$ cat src/rtl/flappy_pkg.sv
// flappy_pkg: shared definitions for the pipe scheduler and its neighbours.
//   - sched_state_t : scheduler FSM encoding (IDLE, LOAD, RUN, HOLD)
//   - LFSR_SEED     : reset value of the pipe-height LFSR
//   - SCREEN_W/H    : screen size in pixels
//   - X_LOAD_BASE   : x of the first pipe when a run is loaded
//   - Y_BASE, GAP_H : top of the gap range and gap height, shared with the
//                     collision and display blocks
//   - sat_inc4      : 4-bit saturating increment used for the score
package flappy_pkg;

  typedef enum logic [1:0] {
    ST_IDLE = 2'd0,
    ST_LOAD = 2'd1,
    ST_RUN  = 2'd2,
    ST_HOLD = 2'd3
  } sched_state_t;

  localparam logic [7:0] LFSR_SEED   = 8'hA5;
  localparam logic [9:0] SCREEN_W    = 10'd640;
  localparam logic [9:0] SCREEN_H    = 10'd480;
  localparam logic [9:0] X_LOAD_BASE = 10'd320;
  localparam logic [9:0] Y_BASE      = 10'd40;
  localparam logic [9:0] GAP_H       = 10'd100;

  function automatic logic [3:0] sat_inc4(input logic [3:0] v);
    return (v == 4'd15) ? v : v + 4'd1;
  endfunction

endpackage

$ cat src/rtl/pipe_lfsr.sv
// pipe_lfsr: 8-bit Galois LFSR, polynomial x^8+x^6+x^5+x^4+1, free running.
// The seed is loaded by the asynchronous reset; the register can never reach
// zero because the polynomial is maximal and the seed is non-zero.
// Ports:
//   clk   - rising-edge clock
//   rst_n - asynchronous active-low reset, loads SEED
//   value - current LFSR state, advances every cycle
module pipe_lfsr
  import flappy_pkg::*;
#(
  parameter logic [7:0] SEED = LFSR_SEED
) (
  input  logic       clk,
  input  logic       rst_n,
  output logic [7:0] value
);

  // Right-shifting Galois form: the bit shifted out toggles the tap mask.
  always_ff @(posedge clk or negedge rst_n) begin
    if (!rst_n) value <= SEED;
    else        value <= {1'b0, value[7:1]} ^ (value[0] ? 8'hB8 : 8'h00);
  end

endmodule

$ cat src/rtl/pipe_scheduler.sv
// pipe_scheduler: ring of NUM_PIPES pipe slots that scroll left on each Tick,
// respawn behind their predecessor, and score when the bird passes them.
// Optional feature macro: PIPE_SPEEDUP_EN (speed grows by Score[3:2]).
// Ports:
//   Clk, reset          - clock; asynchronous active-low reset whose release
//                         is synchronized (logic first acts on 2nd edge)
//   Start               - level, begins a run from IDLE
//   Tick                - frame strobe, scrolls the pipes while in RUN
//   Freeze              - level from collision logic, halts the run (HOLD)
//   Bird_X              - bird left x
//   Rd_Index            - display read-port slot select
//   Pipe_Index          - slot currently in scope for collision/scoring
//   X_Edge, Y_Edge      - left edge and gap-top edge of the in-scope slot
//   Rd_X, Rd_Y          - edges of slot Rd_Index (combinational)
//   Score, Score_Pulse  - saturating score and one-cycle increment strobe
//   Running             - high in RUN
//   dbg_state           - current FSM state
// Start, Tick and Freeze are plain level/strobe inputs sampled on every
// rising edge; there is no valid/ready handshake on this block.
module pipe_scheduler
  import flappy_pkg::*;
#(
  parameter int unsigned NUM_PIPES = 4,
  parameter logic [9:0]  SPACING   = 10'd160,
  parameter logic [9:0]  PIPE_W    = 10'd80,
  parameter logic [9:0]  SPEED     = 10'd2,
  localparam int         IW        = $clog2(NUM_PIPES)
) (
  input  logic          Clk,
  input  logic          reset,
  input  logic          Start,
  input  logic          Tick,
  input  logic          Freeze,
  input  logic [9:0]    Bird_X,
  input  logic [IW-1:0] Rd_Index,
  output logic [IW-1:0] Pipe_Index,
  output logic [9:0]    X_Edge,
  output logic [9:0]    Y_Edge,
  output logic [9:0]    Rd_X,
  output logic [9:0]    Rd_Y,
  output logic [3:0]    Score,
  output logic          Score_Pulse,
  output logic          Running,
  output sched_state_t  dbg_state
);

  sched_state_t  state, state_nxt;
  logic          rst_q;
  logic [IW-1:0] load_cnt;
  logic [9:0]    x_q [NUM_PIPES];
  logic [9:0]    y_q [NUM_PIPES];
  logic [7:0]    lfsr;
  logic [9:0]    spd;
  logic [9:0]    new_y;
  logic [10:0]   right_edge;
  logic          score_hit;
  logic          scroll;

  // Assertion is immediate (async clear of rst_q); release takes one edge,
  // so the rest of the design first updates on the second edge.
  always_ff @(posedge Clk or negedge reset) begin
    if (!reset) rst_q <= 1'b0;
    else        rst_q <= 1'b1;
  end

  pipe_lfsr #(.SEED(LFSR_SEED)) u_lfsr (
    .clk   (Clk),
    .rst_n (rst_q),
    .value (lfsr)
  );

`ifdef PIPE_SPEEDUP_EN
  assign spd = SPEED + {8'b0, Score[3:2]};
`else
  assign spd = SPEED;
`endif

  assign new_y      = Y_BASE + {2'b0, lfsr};
  assign X_Edge     = x_q[Pipe_Index];
  assign Y_Edge     = y_q[Pipe_Index];
  assign Rd_X       = x_q[Rd_Index];
  assign Rd_Y       = y_q[Rd_Index];
  assign Running    = (state == ST_RUN);
  assign dbg_state  = state;

  // 11-bit sum so a pipe near the right edge cannot wrap to a small value.
  assign right_edge = {1'b0, X_Edge} + {1'b0, PIPE_W};
  assign score_hit  = (state == ST_RUN) && !Freeze && (right_edge < {1'b0, Bird_X});
  // Freeze wins over Tick in the same cycle.
  assign scroll     = (state == ST_RUN) && Tick && !Freeze;

  always_comb begin
    state_nxt = state;
    case (state)
      ST_IDLE: if (Start) state_nxt = ST_LOAD;
      ST_LOAD: if (load_cnt == IW'(NUM_PIPES - 1)) state_nxt = ST_RUN;
      ST_RUN:  if (Freeze) state_nxt = ST_HOLD;
      ST_HOLD: if (!Freeze && !Start) state_nxt = ST_IDLE;
      default: state_nxt = ST_IDLE;
    endcase
  end

  always_ff @(posedge Clk or negedge rst_q) begin
    if (!rst_q) begin
      state       <= ST_IDLE;
      load_cnt    <= '0;
      Score       <= '0;
      Score_Pulse <= 1'b0;
      Pipe_Index  <= '0;
    end else begin
      state       <= state_nxt;
      Score_Pulse <= score_hit;
      if (state == ST_IDLE && Start) begin
        load_cnt   <= '0;
        Score      <= '0;
        Pipe_Index <= '0;
      end else if (state == ST_LOAD) begin
        load_cnt <= load_cnt + 1'b1;
      end
      if (score_hit) begin
        Score      <= sat_inc4(Score);
        Pipe_Index <= Pipe_Index + 1'b1;
      end
    end
  end

  // Slot ring. Respawn reads the predecessor's pre-Tick x, so every slot
  // sees the same snapshot regardless of update order.
  always_ff @(posedge Clk or negedge rst_q) begin
    if (!rst_q) begin
      for (int i = 0; i < NUM_PIPES; i++) begin
        x_q[i] <= '0;
        y_q[i] <= '0;
      end
    end else if (state == ST_LOAD) begin
      x_q[load_cnt] <= X_LOAD_BASE + SPACING * 10'(load_cnt);
      y_q[load_cnt] <= new_y;
    end else if (scroll) begin
      for (int i = 0; i < NUM_PIPES; i++) begin
        if (x_q[i] < spd) begin
          x_q[i] <= x_q[IW'(i - 1)] + SPACING;
          y_q[i] <= new_y;
        end else begin
          x_q[i] <= x_q[i] - spd;
        end
      end
    end
  end

endmodule

$ cat config.mk
export PLATFORM = sky130hd
export DESIGN_NAME = pipe_scheduler
export DESIGN_NICKNAME = d
export VERILOG_FILES = /design/src/rtl/flappy_pkg.sv /design/src/rtl/pipe_lfsr.sv /design/src/rtl/pipe_scheduler.sv
export SDC_FILE = /design/constraint.sdc
export NUM_CORES = 1
export LEC_CHECK = 0
export BUFFER_PORTS_ARGS = -buffer_cell sky130_fd_sc_hd__buf_2
export CAP_MARGIN = 25
export CORE_MARGIN = 3
export CORE_UTILIZATION = 64
export DETAILED_ROUTE_END_ITERATION = 7
export PLACE_DENSITY = 0.84
export SLEW_MARGIN = 20
export SYNTH_ARGS = -nofsm -noshare
export SYNTH_HDL_FRONTEND = slang
export SYNTH_SLANG_ARGS = --single-unit
export TNS_END_PERCENT = 100
$ cat constraint.sdc
create_clock -name Clk -period 7.8 [get_ports Clk]
set_input_delay 0.78 -clock Clk [delete_from_list [all_inputs] [get_ports Clk]]
set_output_delay 0.78 -clock Clk [all_outputs]
set_load 0.03 [all_outputs]
### Word level (Yosys, flattened, before mapping)

Index checks and enable logic that the tools add are counted.
Widths: inputs -> output; s select.

| word-level totals | value |
|---|---|
| register bits | 100 |
| logic and storage cells | 115 |
| output and inout port bits | 50 |

| operators by class | value |
|---|---|
| magnitude comparators | 9 |
| multipliers | 1 |
| reductions and logical operators | 23 |
| mux-type cells | 41 |
| equality and inequality tests | 10 |
| add/subtract/negate cells | 12 |
| bitwise operators | 4 |

Operators with widths:

| cell | number |
|---|---|
| $mux 10 | 17 |
| $mux 40 | 4 |
| $bmux 10 s2 | 4 |
| $bwmux 40 | 2 |
| $lt 10x2->1 const B | 4 |
| $sub 10x2->10 const B | 4 |
| $add 10x8->10 const B | 2 |
| $demux 10 s2 | 1 |
| $mux 2 | 8 |
| $reduce_bool 2->1 | 7 |
| $mux 4 | 3 |
| $add 10x7->11 const B | 1 |
| $lt 11x10->1 | 1 |
| $add 9x10->10 const A | 1 |
| $ne 2x2->1 const B | 5 |
| $reduce_and 2->1 | 5 |
| $add 6x8->9 const A | 1 |
| $ge 3x3->1 const B | 3 |
| $not 2->3 | 3 |
| $mux 8 | 1 |
| $pmux 2 s4 | 1 |
| $xor 7x8->8 | 1 |
| $logic_and 1x1->1 | 7 |
| $eq 2x2->1 const B | 3 |
| 9 further kinds | 11 |

### Depth between registers and ports, before layout

| logic depth | value |
|---|---|
| depth in word-level cells | 9 |
| depth in mapped cells | 13 |

### Hierarchy

From an unflattened synthesis, not the netlist that was laid out.

| unflattened totals | value |
|---|---|
| cells, all modules | 583 |
| area, all modules | 5,958.2 um2 |

Modules (own cells, without submodules):

| module | instances | cells each | seq. area each (um2) | area each (um2) |
|---|---|---|---|---|
| pipe_scheduler | 1 | 572 | 2,152.1 | 5,726.7 |
| pipe_lfsr | 1 | 11 | 205.2 | 231.5 |

### Least setup slack after synthesis

Ideal clock, no wire load.

| path | value |
|---|---|
| path kind | reg2reg |
| start | register Pipe_Index[0] |
| end | register Pipe_Index[0] |
| stages on the path, launching flop included | 14 |
| setup time | 0.083 ns |
| clock period less this slack | 3.454 ns |
| slack | 4.346 ns |
| path buffers | 3 |
| data required time | 7.717 ns |
| arrival time | 3.371 ns |
| cells stage by stage | dfrtp_1 -> buf_6 -> buf_6 -> mux4_2 -> ha_1 -> o21ai_2 -> xnor2_1 -> ha_1 -> a21o_1 -> a211oi_1 -> o21a_4 -> and3_1 -> buf_6 -> mux2i_1 |

| between the ends | value |
|---|---|
| cells in the longest elaborated chain, start to end | 8 |
| elaborated cells on any way between the ends | 10 |

RTL lines:

| element | line | RTL |
|---|---|---|
| start: declaration | pipe_scheduler.sv:36 | `output logic [IW-1:0] Pipe_Index,` |
| start signal: assignment | pipe_scheduler.sv:122 | `Pipe_Index <= Pipe_Index + 1'b1;` |
| $not 2->3 (implied by the code) (*) | pipe_scheduler.sv:79 | `assign X_Edge = x_q[Pipe_Index];` |
| $bmux 10 s2 (*) | pipe_scheduler.sv:79 |  |
| $mux 10 (implied by the code) (*) (2 in series) | pipe_scheduler.sv:79 |  |
| net X_Edge[4] | pipe_scheduler.sv:37 | `output logic [9:0] X_Edge,` |
| $add 10x7->11 (*) | pipe_scheduler.sv:87 | `assign right_edge = {1'b0, X_Edge} + {1'b0, PIPE_W};` |
| $lt 11x10->1 (*) | pipe_scheduler.sv:88 | `assign score_hit = (state == ST_RUN) && !Freeze && (right_edge < {1'b0, Bird_X});` |
| $logic_and 1x1->1 (*) | pipe_scheduler.sv:88 |  |
| net score_hit | pipe_scheduler.sv:56 | `logic score_hit;` |
| $mux 2 / $reduce_bool 2->1 (equally long branches) | -- |  |

The timed path passes the listed nets; every way through them passes the cells marked *. The select of a mux whose other input is x is not followed.
A chain may end at the register's enable or synchronous reset.

### Final worst setup path

| path | value |
|---|---|
| start | register Pipe_Index[1] |
| end | register Pipe_Index[0] |

| between the ends | value |
|---|---|
| cells in the longest elaborated chain, start to end | 8 |
| elaborated cells on any way between the ends | 9 |

RTL lines:

| element | line |
|---|---|
| $not 2->3 (implied by the code) (*) | pipe_scheduler.sv:79 |
| $bmux 10 s2 (*) | pipe_scheduler.sv:79 |
| $mux 10 (implied by the code) (*) (2 in series) | pipe_scheduler.sv:79 |
| $add 10x7->11 (*) | pipe_scheduler.sv:87 |
| $lt 11x10->1 (*) | pipe_scheduler.sv:88 |
| $logic_and 1x1->1 (*) | pipe_scheduler.sv:88 |
| $mux 2 / $reduce_bool 2->1 (equally long branches) | -- |

Every way passes the cells marked *; elsewhere a longest branch is shown, timed or not. The select of a mux whose other input is x is not followed.

==> run summary <==
Leakage - 2.86 nW
Slew @ Worst Pin - 1.08 ns
Critical path fanouts, max - 24
Clk Latency, worst-skew pair - 0.38 ns
Gpl congestion - 0.916
Vias per cell - 6.80
Unique masters post-synth - 63
Synth Cell Area - 5950 um2
Final Max Tran Viols - 0
Setup Buffers After CTS - 0
Synth area leader - dfrtp_1
Switch share - 49.5%
CTS buffer count - 9
Clock Tree Root - clkbuf_8
Top cell type's share of synthesized area - 37.9%
Flop pwr share - 34.0%
Area contributors post-synth - dfrtp_1, mux4_2, ha_1, nand2_1, o21ai_0
Vias in the first global route - 4799
DRC Markers - 0
Kind of critical path - flop to flop
Post-Route WL - 15700 um
IO Count - 67
Max-cap violations - 0
Fmax - 265 MHz
Ys flop type - dfrtp_1
Routed vias - 5031
Worst setup EP type - flop
Post-DP HPWL - 10900 um
CTS clk-pin slew, worst paths - 0.11 ns
Outcome - finished, final reports clean
Warnings from Yosys - 0
Number of synthesized flops with an enable pin - 0
Seq/Total Area, Yosys - 39.6%
Share of cells above drive strength 1 - 22.2%
WL per Instance - 21.2 um
VDD IR-drop max - 0.224 mV
Sum Neg Setup Slack - 0 ns
Layout Utilization - 72.7%
NumNets Final - 673
Hold WC Path Type - primary input to asynchronous set/reset pin
Cts repair resizes - 0
Largest net degree at the start of global routing - 63
Avg Cell Area, Syn - 10.2 um2
Starting Density - 66.9%
Antenna violations before repair - 0
Post-Syn Instances - 581
Die Wd - 102 um
RSZ-0062 raised after global routing - no
Global route overflow - 0
Final hold vios - 0
Setup crit start kind - flop
Chip Height - 102 um
Logic pwr share - 53.1%
CP required - 8.11 ns
Tot GR Track Use - 31.4%
Port Buffers - 64
Detail Route Antenna Nets - 0
Final Setup Violations - 0
Pre-antenna DRT Iters - 7
WP data arrival - 4.09 ns
Core ar. - 8890 um2
Post-synthesis register bit count - 94
Layout area overhead - 8.75%
TritonCTS clock tree - yes
Initial DRC count - 406
Post-synth ARST share - 100%
Clk buf depth - 2
Clock share of power - 12.9%
PwrDens - 399 nW/um2
Global-route wire length before repair - 25000 um
Antenna Cells - 0
Minimum clock period - 3.78 ns
Row Count - 34
Total Die Area - 10500 um2
Placed cell area - 6270 um2
Clock skew - 0.0128 ns
P_int - 0.00130 W
Total net switching power - 0.00128 W
Max_slew headroom - 28.3%
H-tree lvl count - 3
Tcrit/Tclk final - 48.5%
Post-Layout Inst Area - 6470 um2
Number of hold buffers added after cts - 0
CTS sink count - 94
[sequential cells by signal, summed over array words and instances (netlist names)]
| register | cells |
|---|---|
| u_lfsr.value | 8 |
| y_q | 36 |
| Pipe_Index | 2 |
| Score | 4 |
| rst_q | 1 |
| Score_Pulse | 1 |
| x_q | 38 |
| dbg_state | 2 |
| load_cnt | 2 |
[worst max-delay path, stage by stage (launching register included)]
cell and delay, ns:
dfrtp_1 1.07, mux4_2 0.48, ha_1 0.27, o21ai_2 0.19, xnor2_1 0.16, ha_1 0.27, a21o_1 0.16, a211oi_1 0.32
o21a_4 0.24, and3_1 0.32, mux2i_1 0.21
[path summary, 6_finish.rpt]
path                            startpoint         endpoint  slack, ns  cells past startpoint
setup reg to reg             Pipe_Index[1]    Pipe_Index[0]       4.02                     10
setup / recovery             Pipe_Index[1]    Pipe_Index[0]       4.02                     10
hold reg to reg                      rst_q           y_q[3]       0.27                      0
hold / removal                       reset            rst_q       0.15                      1
min in group Clk           u_lfsr.value[7]  u_lfsr.value[6]       0.43                      0
max in group asynchronous            rst_q          x_q[37]       6.38                      1
[through the flow]
stage / total power, W / instances / hold WS, ns / setup WS (ns)
after floorplan: 0.00184 / 582 / 0.353 / 4.35
after global placement: 0.00215 / 724 / 0.273 / 4.34
after detailed placement: 0.00222 / 724 / 0.279 / 4.07
after CTS: 0.00256 / 740 / 0.143 / 4.05
after global routing: 0.00275 / 740 / 0.123 / 3.82
final: 0.00258 / 740 / 0.152 / 4.02
[Yosys cell counts (4+ instances only)]
| cell type | n |
|---|---|
| dfrtp_1 | 90 |
| o21ai_0 | 47 |
| nand3_1 | 14 |
| buf_4 | 4 |
| o22a_1 | 4 |
| mux2_2 | 6 |
| dfstp_2 | 4 |
| a21oi_1 | 21 |
| mux4_2 | 36 |
| a31oi_1 | 4 |
| buf_1 | 7 |
| nor3_1 | 11 |
| o211ai_1 | 5 |
| xnor2_1 | 11 |
| clkbuf_1 | 13 |
| nand2b_1 | 8 |
| and3_1 | 7 |
| buf_2 | 8 |
| xor2_1 | 16 |
| ha_1 | 29 |
| o22ai_1 | 5 |
| nand4_1 | 7 |
| o31ai_1 | 16 |
| and2_1 | 5 |
| nand2_1 | 81 |
| nand3b_1 | 4 |
| inv_1 | 31 |
| nor2b_1 | 9 |
| nor2_1 | 20 |
[power groups by stage]
stage | clock, W | sequential (W) | combinational, W
2_1_floorplan | 0 | 0.000810 | 0.00103
3_3_place_gp | 0 | 0.000857 | 0.00129
3_5_place_dp | 0 | 0.000874 | 0.00135
4_1_cts | 0.000334 | 0.000867 | 0.00136
5_1_grt | 0.000356 | 0.000897 | 0.00149
6_report | 0.000334 | 0.000876 | 0.00137
[area by class of cell]
class,instances,area [um2]
multi-input cells,422,3300
fillers,624,2420
flip-flops and latches,94,2360
repair buffers,69,358
well taps,108,135
clock buffers,9,124
inverters,31,116
clock inverters,7,75.1
[layout by cell type (no fill, tap or decap), types with 3 or more instances in the layout]
cell and n:
nor2_1 20, buf_4 5, a311oi_1 3, nor3_1 11, ha_1 29, buf_2 64, dfrtp_1 89, o22ai_1 5
nand3b_1 4, nand4_1 7, o31ai_1 16, nor4_1 3, a31oi_1 4, nor2b_1 9, clkbuf_8 9, dfstp_2 4
and3_1 7, o31a_1 3, mux2i_1 3, o22a_1 4, and2_1 5, inv_8 3, a41oi_1 3, nand2b_1 8
mux2_2 6, o211ai_1 5, mux4_2 36, a21oi_1 21, xnor2_1 11, inv_1 31, nand3_1 14, nor3b_1 3
nand2_1 81, o21ai_0 47, xor2_1 16, conb_1 3, or3_1 3
[routing by layer]
metal | up-vias | part of all wire [%] | GRT usage (%)
met1 | 2463 | 38 | 42.7
met2 | 318 | 47 | 49.7
li1 | 2203 | - | -
met3 | 47 | 12 | 7.44
met4 | 0 | 3.0 | 11.7
met5 | - | 0 | 0
[kinds of logic after synthesis]
logic type,count (synthesis),share of synthesized area (%)
AOI/OAI and AO/OA,136,14.8
xor gates and xnor gates,27,3.98
adders and majority gates,29,6.10
buffers and inverters,66,4.97
DFF,94,39.6
muxes,45,15.3
other,2,0.126
and+or+nand+nor,182,15.1
(Power assumes the default switching activity.)
